## src/rtl/univ_shift_reg_param.sv

```systemverilog
// Universal shift register: hold, logical shift left/right, parallel load,
// rotate left/right, arithmetic shift right and clear, with a saturating
// count of loaded bits that have not yet been shifted out.
module univ_shift_reg_param #(
  parameter int WIDTH = 8,
  parameter int AMT_W = $clog2(WIDTH),
  parameter int CNT_W = $clog2(WIDTH + 1)
) (
  input  logic             clk,
  input  logic             reset,
  input  logic             en,
  input  logic [2:0]       mode,
  input  logic [AMT_W-1:0] amt,
  input  logic             right_s_in,
  input  logic             left_s_in,
  input  logic [WIDTH-1:0] pin,
  output logic [WIDTH-1:0] pout,
  output logic             s_left,
  output logic             s_right,
  output logic [CNT_W-1:0] bits_left,
  output logic             empty
);

  localparam logic [2:0] MODE_HOLD = 3'd0;
  localparam logic [2:0] MODE_SHR  = 3'd1;
  localparam logic [2:0] MODE_SHL  = 3'd2;
  localparam logic [2:0] MODE_LOAD = 3'd3;
  localparam logic [2:0] MODE_ROR  = 3'd4;
  localparam logic [2:0] MODE_ROL  = 3'd5;
  localparam logic [2:0] MODE_ASR  = 3'd6;
  localparam logic [2:0] MODE_CLR  = 3'd7;

  localparam logic [AMT_W:0]   WIDTH_A = (AMT_W + 1)'(WIDTH);
  localparam logic [CNT_W-1:0] FULL    = CNT_W'(WIDTH);
  localparam logic [WIDTH-1:0] ONES    = '1;

  // Saturating subtract: the remaining-bit count bottoms out at zero.
  function automatic logic [CNT_W-1:0] sat_sub(input logic [CNT_W-1:0] a,
                                               input logic [CNT_W-1:0] b);
    return (a > b) ? (a - b) : '0;
  endfunction

  // Effective distance; out-of-range amt (non power-of-2 widths) clamps to WIDTH-1.
  logic [AMT_W-1:0] k;
  if ((1 << AMT_W) == WIDTH) begin : g_pow2
    assign k = amt;
  end else begin : g_clamp
    localparam logic [AMT_W-1:0] MAX_AMT = AMT_W'(WIDTH - 1);
    assign k = (amt > MAX_AMT) ? MAX_AMT : amt;
  end

  // Complementary distance for the wrap-around half of a rotate; k = 0 gives
  // a shift by WIDTH, which contributes nothing.
  logic [AMT_W:0] k_inv;
  assign k_inv = WIDTH_A - {1'b0, k};

  logic signed [WIDTH-1:0] pout_s;
  logic        [WIDTH-1:0] shr_val;
  logic        [WIDTH-1:0] shl_val;
  logic        [WIDTH-1:0] ror_val;
  logic        [WIDTH-1:0] rol_val;
  logic        [WIDTH-1:0] asr_val;

  assign pout_s  = $signed(pout);
  assign shr_val = (pout >> k) | (right_s_in ? ~(ONES >> k) : '0);
  assign shl_val = (pout << k) | (left_s_in  ? ~(ONES << k) : '0);
  assign ror_val = (pout >> k) | (pout << k_inv);
  assign rol_val = (pout << k) | (pout >> k_inv);
  assign asr_val = $unsigned(pout_s >>> k);

  logic [WIDTH-1:0] pout_nx;
  logic [CNT_W-1:0] bits_nx;

  // Next-state selection for register contents and remaining-bit count.
  always_comb begin
    pout_nx = pout;
    bits_nx = bits_left;
    case (mode)
      MODE_HOLD: ;
      MODE_SHR: begin
        pout_nx = shr_val;
        bits_nx = sat_sub(bits_left, CNT_W'(k));
      end
      MODE_SHL: begin
        pout_nx = shl_val;
        bits_nx = sat_sub(bits_left, CNT_W'(k));
      end
      MODE_LOAD: begin
        pout_nx = pin;
        bits_nx = FULL;
      end
      MODE_ROR: pout_nx = ror_val;
      MODE_ROL: pout_nx = rol_val;
      MODE_ASR: begin
        pout_nx = asr_val;
        bits_nx = sat_sub(bits_left, CNT_W'(k));
      end
      MODE_CLR: begin
        pout_nx = '0;
        bits_nx = '0;
      end
    endcase
  end

  // Register stage: reset clears everything, enable gates each operation.
  always_ff @(posedge clk) begin
    if (!reset) begin
      pout      <= '0;
      bits_left <= '0;
    end else if (en) begin
      pout      <= pout_nx;
      bits_left <= bits_nx;
    end
  end

  assign s_left  = pout[0];
  assign s_right = pout[WIDTH-1];
  assign empty   = (bits_left == '0);

endmodule

```

## config.mk

```make
export PLATFORM = sky130hd
export DESIGN_NAME = univ_shift_reg_param
export DESIGN_NICKNAME = d
export VERILOG_FILES = /design/src/rtl/univ_shift_reg_param.sv
export SDC_FILE = /design/constraint.sdc
export NUM_CORES = 1
export LEC_CHECK = 0
export CAP_MARGIN = 10
export CORE_MARGIN = 10
export CORE_UTILIZATION = 37
export DETAILED_ROUTE_END_ITERATION = 12
export GPL_ROUTABILITY_DRIVEN = 0
export MAX_ROUTING_LAYER = met4
export PLACE_DENSITY = 0.63
export SLEW_MARGIN = 0
export SYNTH_ARGS = -nofsm -noshare
export SYNTH_HDL_FRONTEND = slang
export SYNTH_SLANG_ARGS = --single-unit
export TNS_END_PERCENT = 20
```

## constraint.sdc

```tcl
create_clock -name clk -period 2.6 [get_ports clk]
set_clock_uncertainty 0.15 [all_clocks]
set_input_delay 0.26 -clock clk [delete_from_list [all_inputs] [get_ports clk]]
set_output_delay 0.26 -clock clk [all_outputs]
set_load 0.03 [all_outputs]
```

==> impl_results.md <==
- Final Critical Period: around 2.5 ns
- Core Area: 5608 um2
- Worst Hold Depth: 2
- Power density over cell area: ~330 nW/um2
- Pleak: roughly 1.1 nW
- Worst Tran Pin Value: roughly 0.61 ns
- Fmax: roughly 0.40 GHz
- Detailed-route DRC error count: 0
- Worst r2r src: pout[2]
- Number of flops mapped to enable cells by yosys: 0
- DP HPWL: 6.266 mm
- DIE AREA: around 9400 um2
- Synth Flop Type: dfxtp_1
- Synth async-reset ratio: 0
- Wirelength per Cell: 19.42 um
- Pre-CTS WS: -0.1939 ns
- Starting Density: 0.3902
- Initial antenna violation count: 0
- Peak supply drop: approximately 0.00023 V
- Worst Path Required: ~2.6 ns
- Critical Path Start Type: primary input
- Max-slew violation count: 0
- Met2 capacity usage during global routing: 0.2541
- Post-placement cell area: approximately 2800 um2
- I/O pin count: 34
- Via count: 2640
- Crit end category: flop
- CP Class: in -> reg
- CTS root buf: clkbuf_8
- Drt via density: ~6.3
- GRT Residual Overflow: 0
- Synthesis-stage register bit count: 12
- Worst-path clk slew: 0.06 ns
- GR Util met1: 0.2067
- Setup slack, reg-to-reg: 0.50 ns
- Longest Clk Path Bufs: 2
- Worst-path fanout max: 12
- Met3 usage: 0.02839
- Vias in the first global route: around 2500
- Status: complete, no violations
- Die Ht: 96.91 um
- Worst Reg-to-Reg Cells: 6
- Drt first-iter violations: 308
- Routed Antenna Nets: 0
- Nets: ~380
- PortBufs: 33
- Largest net degree at the start of global routing: 24
- Worst EP arrival: ~2.5 ns
- Max Cap Viol: 0
- Average size of a mapped cell: 7.246 um2
- RSZ-0062 raised after global routing: yes
- Share of layout cells above drive strength 1: 0.1800
- Sequential area share after synthesis: 0.1098
- Fillers: ~590
- Final Cell Area: around 2800 um2
- Slew HR: 0.5897
- Hold Path Class: reg -> reg
- Skew-Pair Late Insertion Delay: about 0.25 ns
- Setup TNS: 0 ns
- Row count: 27
- R2R Path End: pout[2]
- Post-Route WL: approximately 8 mm
- First-pass GRT wire length: 13.19 mm
- Diodes inserted: 0
- H-tree Lvls: 1
- Synthesis Warnings: 0
- Final WS setup: approximately 0.11 ns
- Final worst-path cycle share: 0.9569
- Final hold slack: approximately 0.4 ns
- Cts bufs inserted: 3
- Die W: slightly below 100 um
- Clock sinks: 12
- WHS Endpoint: bits_left[3]
- Setup Viol. Count Final: 0
- Yosys cell types: about 60
- Area Growth Syn to Fin: 29.90%
- CTS tree: yes
- Final hold violation count: 0
- Cells after Synth: ~300
- Post-synthesis instance area: roughly 2200 um2
- Busiest grt layer: met2
- Critical path origin: amt[0]
- Hold_sp: bits_left[3]
- First-pass iteration count of the detailed router: 6
- GRT Overall Usage: 0.1673
- Syn_nets: ~330
## registers in the layout (all words and copies together), names as in the netlist
register,flops
pout,8
bits_left,4
## metrics by stage
step,std cells,utilization,power [W]
floorplan,302,-,0.0005179
global placement,418,0.4938,0.0007086
detailed placement,418,0.4938,0.0007079
CTS,422,0.5036,0.0009348
global route,422,0.5069,0.0009889
finish,422,0.5069,0.0009428
## final cells by class
| cell class | instances | area [um2] | area share |
|---|---|---|---|
| Timing Repair Buffer | 74 | 675.6 | 0.2377 |
| Multi-Input combinational cell | 246 | 1729 | 0.6083 |
| Sequential cell | 12 | 240.2 | 0.08451 |
| Clock buffer | 4 | 55.05 | 0.01937 |
| Inverter | 14 | 52.55 | 0.01849 |
| Tap cell | 72 | 90.09 | 0.03169 |
## where the power goes
group | switching (W) | total, W | internal, W | leakage, nW
Clock | 0.0000881 | 0.000223 | 0.000135 | 0.0288
Sequential | 0.0000346 | 0.000229 | 0.000194 | 0.0981
Combinational | 0.000262 | 0.000491 | 0.000229 | 1.02
## per-layer routing
layer	up-vias	part of all wire
met4	0	0.045
met5	-	0
met3	35	0.076
li1	1216	-
met2	131	0.45
met1	1258	0.43
## worst max path at each step
stage / to / slack (ns) / cells past startpoint
after detailed placement: pout[0] / -0.19 / 10
after global routing: bits_left[3] / -0.02 / 11
final: pout[6] / 0.11 / 9
after CTS: pout[0] / 0.07 / 10
after global placement: pout[0] / -0.16 / 10
after floorplan: pout[5] / 0.16 / 12
## cell usage after synthesis, types with 2 or more instances
| master | instances | share of area |
|---|---|---|
| nand2_1 | 31 | 0.053 |
| nor2_1 | 23 | 0.039 |
| a21oi_1 | 22 | 0.050 |
| o21ai_0 | 17 | 0.039 |
| mux2i_1 | 16 | 0.073 |
| inv_1 | 14 | 0.024 |
| nor2b_1 | 14 | 0.040 |
| dfxtp_1 | 12 | 0.11 |
| buf_2 | 10 | 0.023 |
| nand3_1 | 9 | 0.021 |
| nor3_1 | 9 | 0.021 |
| and2_1 | 8 | 0.023 |
| buf_4 | 8 | 0.027 |
| a211oi_1 | 7 | 0.024 |
| clkbuf_1 | 7 | 0.012 |
| ha_1 | 7 | 0.040 |
| o211ai_1 | 7 | 0.024 |
| o22ai_1 | 6 | 0.017 |
| a31oi_1 | 5 | 0.014 |
| nand2b_1 | 5 | 0.014 |
| mux4_2 | 4 | 0.041 |
| o31ai_1 | 4 | 0.014 |
| a2111oi_0 | 3 | 0.012 |
| a21boi_1 | 3 | 0.010 |
| and3_1 | 3 | 0.0086 |
| mux4_1 | 3 | 0.036 |
| o21a_1 | 3 | 0.010 |
| o21ai_1 | 3 | 0.0069 |
| a21o_1 | 2 | 0.0069 |
| a221oi_1 | 2 | 0.0080 |
| clkbuf_2 | 2 | 0.0046 |
| mux2_2 | 2 | 0.010 |
| nor3_2 | 2 | 0.0091 |
| o311ai_0 | 2 | 0.0080 |
## critical path, cell delays in order
cell and delay [ns]:
clkdlybuf4s50_1 0.47, inv_1 0.06, ha_1 0.35, buf_12 0.16
mux4_2 0.49, nor2_1 0.21, a211oi_1 0.08, a211oi_1 0.29
o31ai_1 0.10
## timing repair
action                     CTS  global route
setup endpoints to repair    0             7
hold buffers                 0             0
resized for setup            0             6
buffers inserted             0             0
## kinds of logic (layout without fill, tap and decap cells)
family,Yosys count,in the layout,share of synthesized area
AOI/OAI and AO/OA,102,102,0.3173
xor gates and xnor gates,1,1,0.004003
adders and majority gates,8,8,0.04917
buffers and inverters,44,92,0.1086
DFF,12,12,0.1098
muxes,25,25,0.1607
and+or+nand+nor,110,110,0.2504
## layout by cell type, fill, tap and decap left out, drive strengths merged, types with 5 or more instances in the layout
cell type      synthesis  final
a211oi                 8      8
a21oi                 22     22
a31oi                  5      5
and2                   8      8
buf                   20     41
clkdlybuf4s50          0     33
dfxtp                 12     12
ha                     7      7
inv                   14     14
mux2i                 16     16
mux4                   7      7
nand2                 32     32
nand2b                 5      5
nand3                 10     10
nor2                  23     23
nor2b                 14     14
nor3                  11     11
o211ai                 7      7
o21ai                 20     20
o22ai                  6      6
Note: power is estimated with default switching activity, not from simulation.
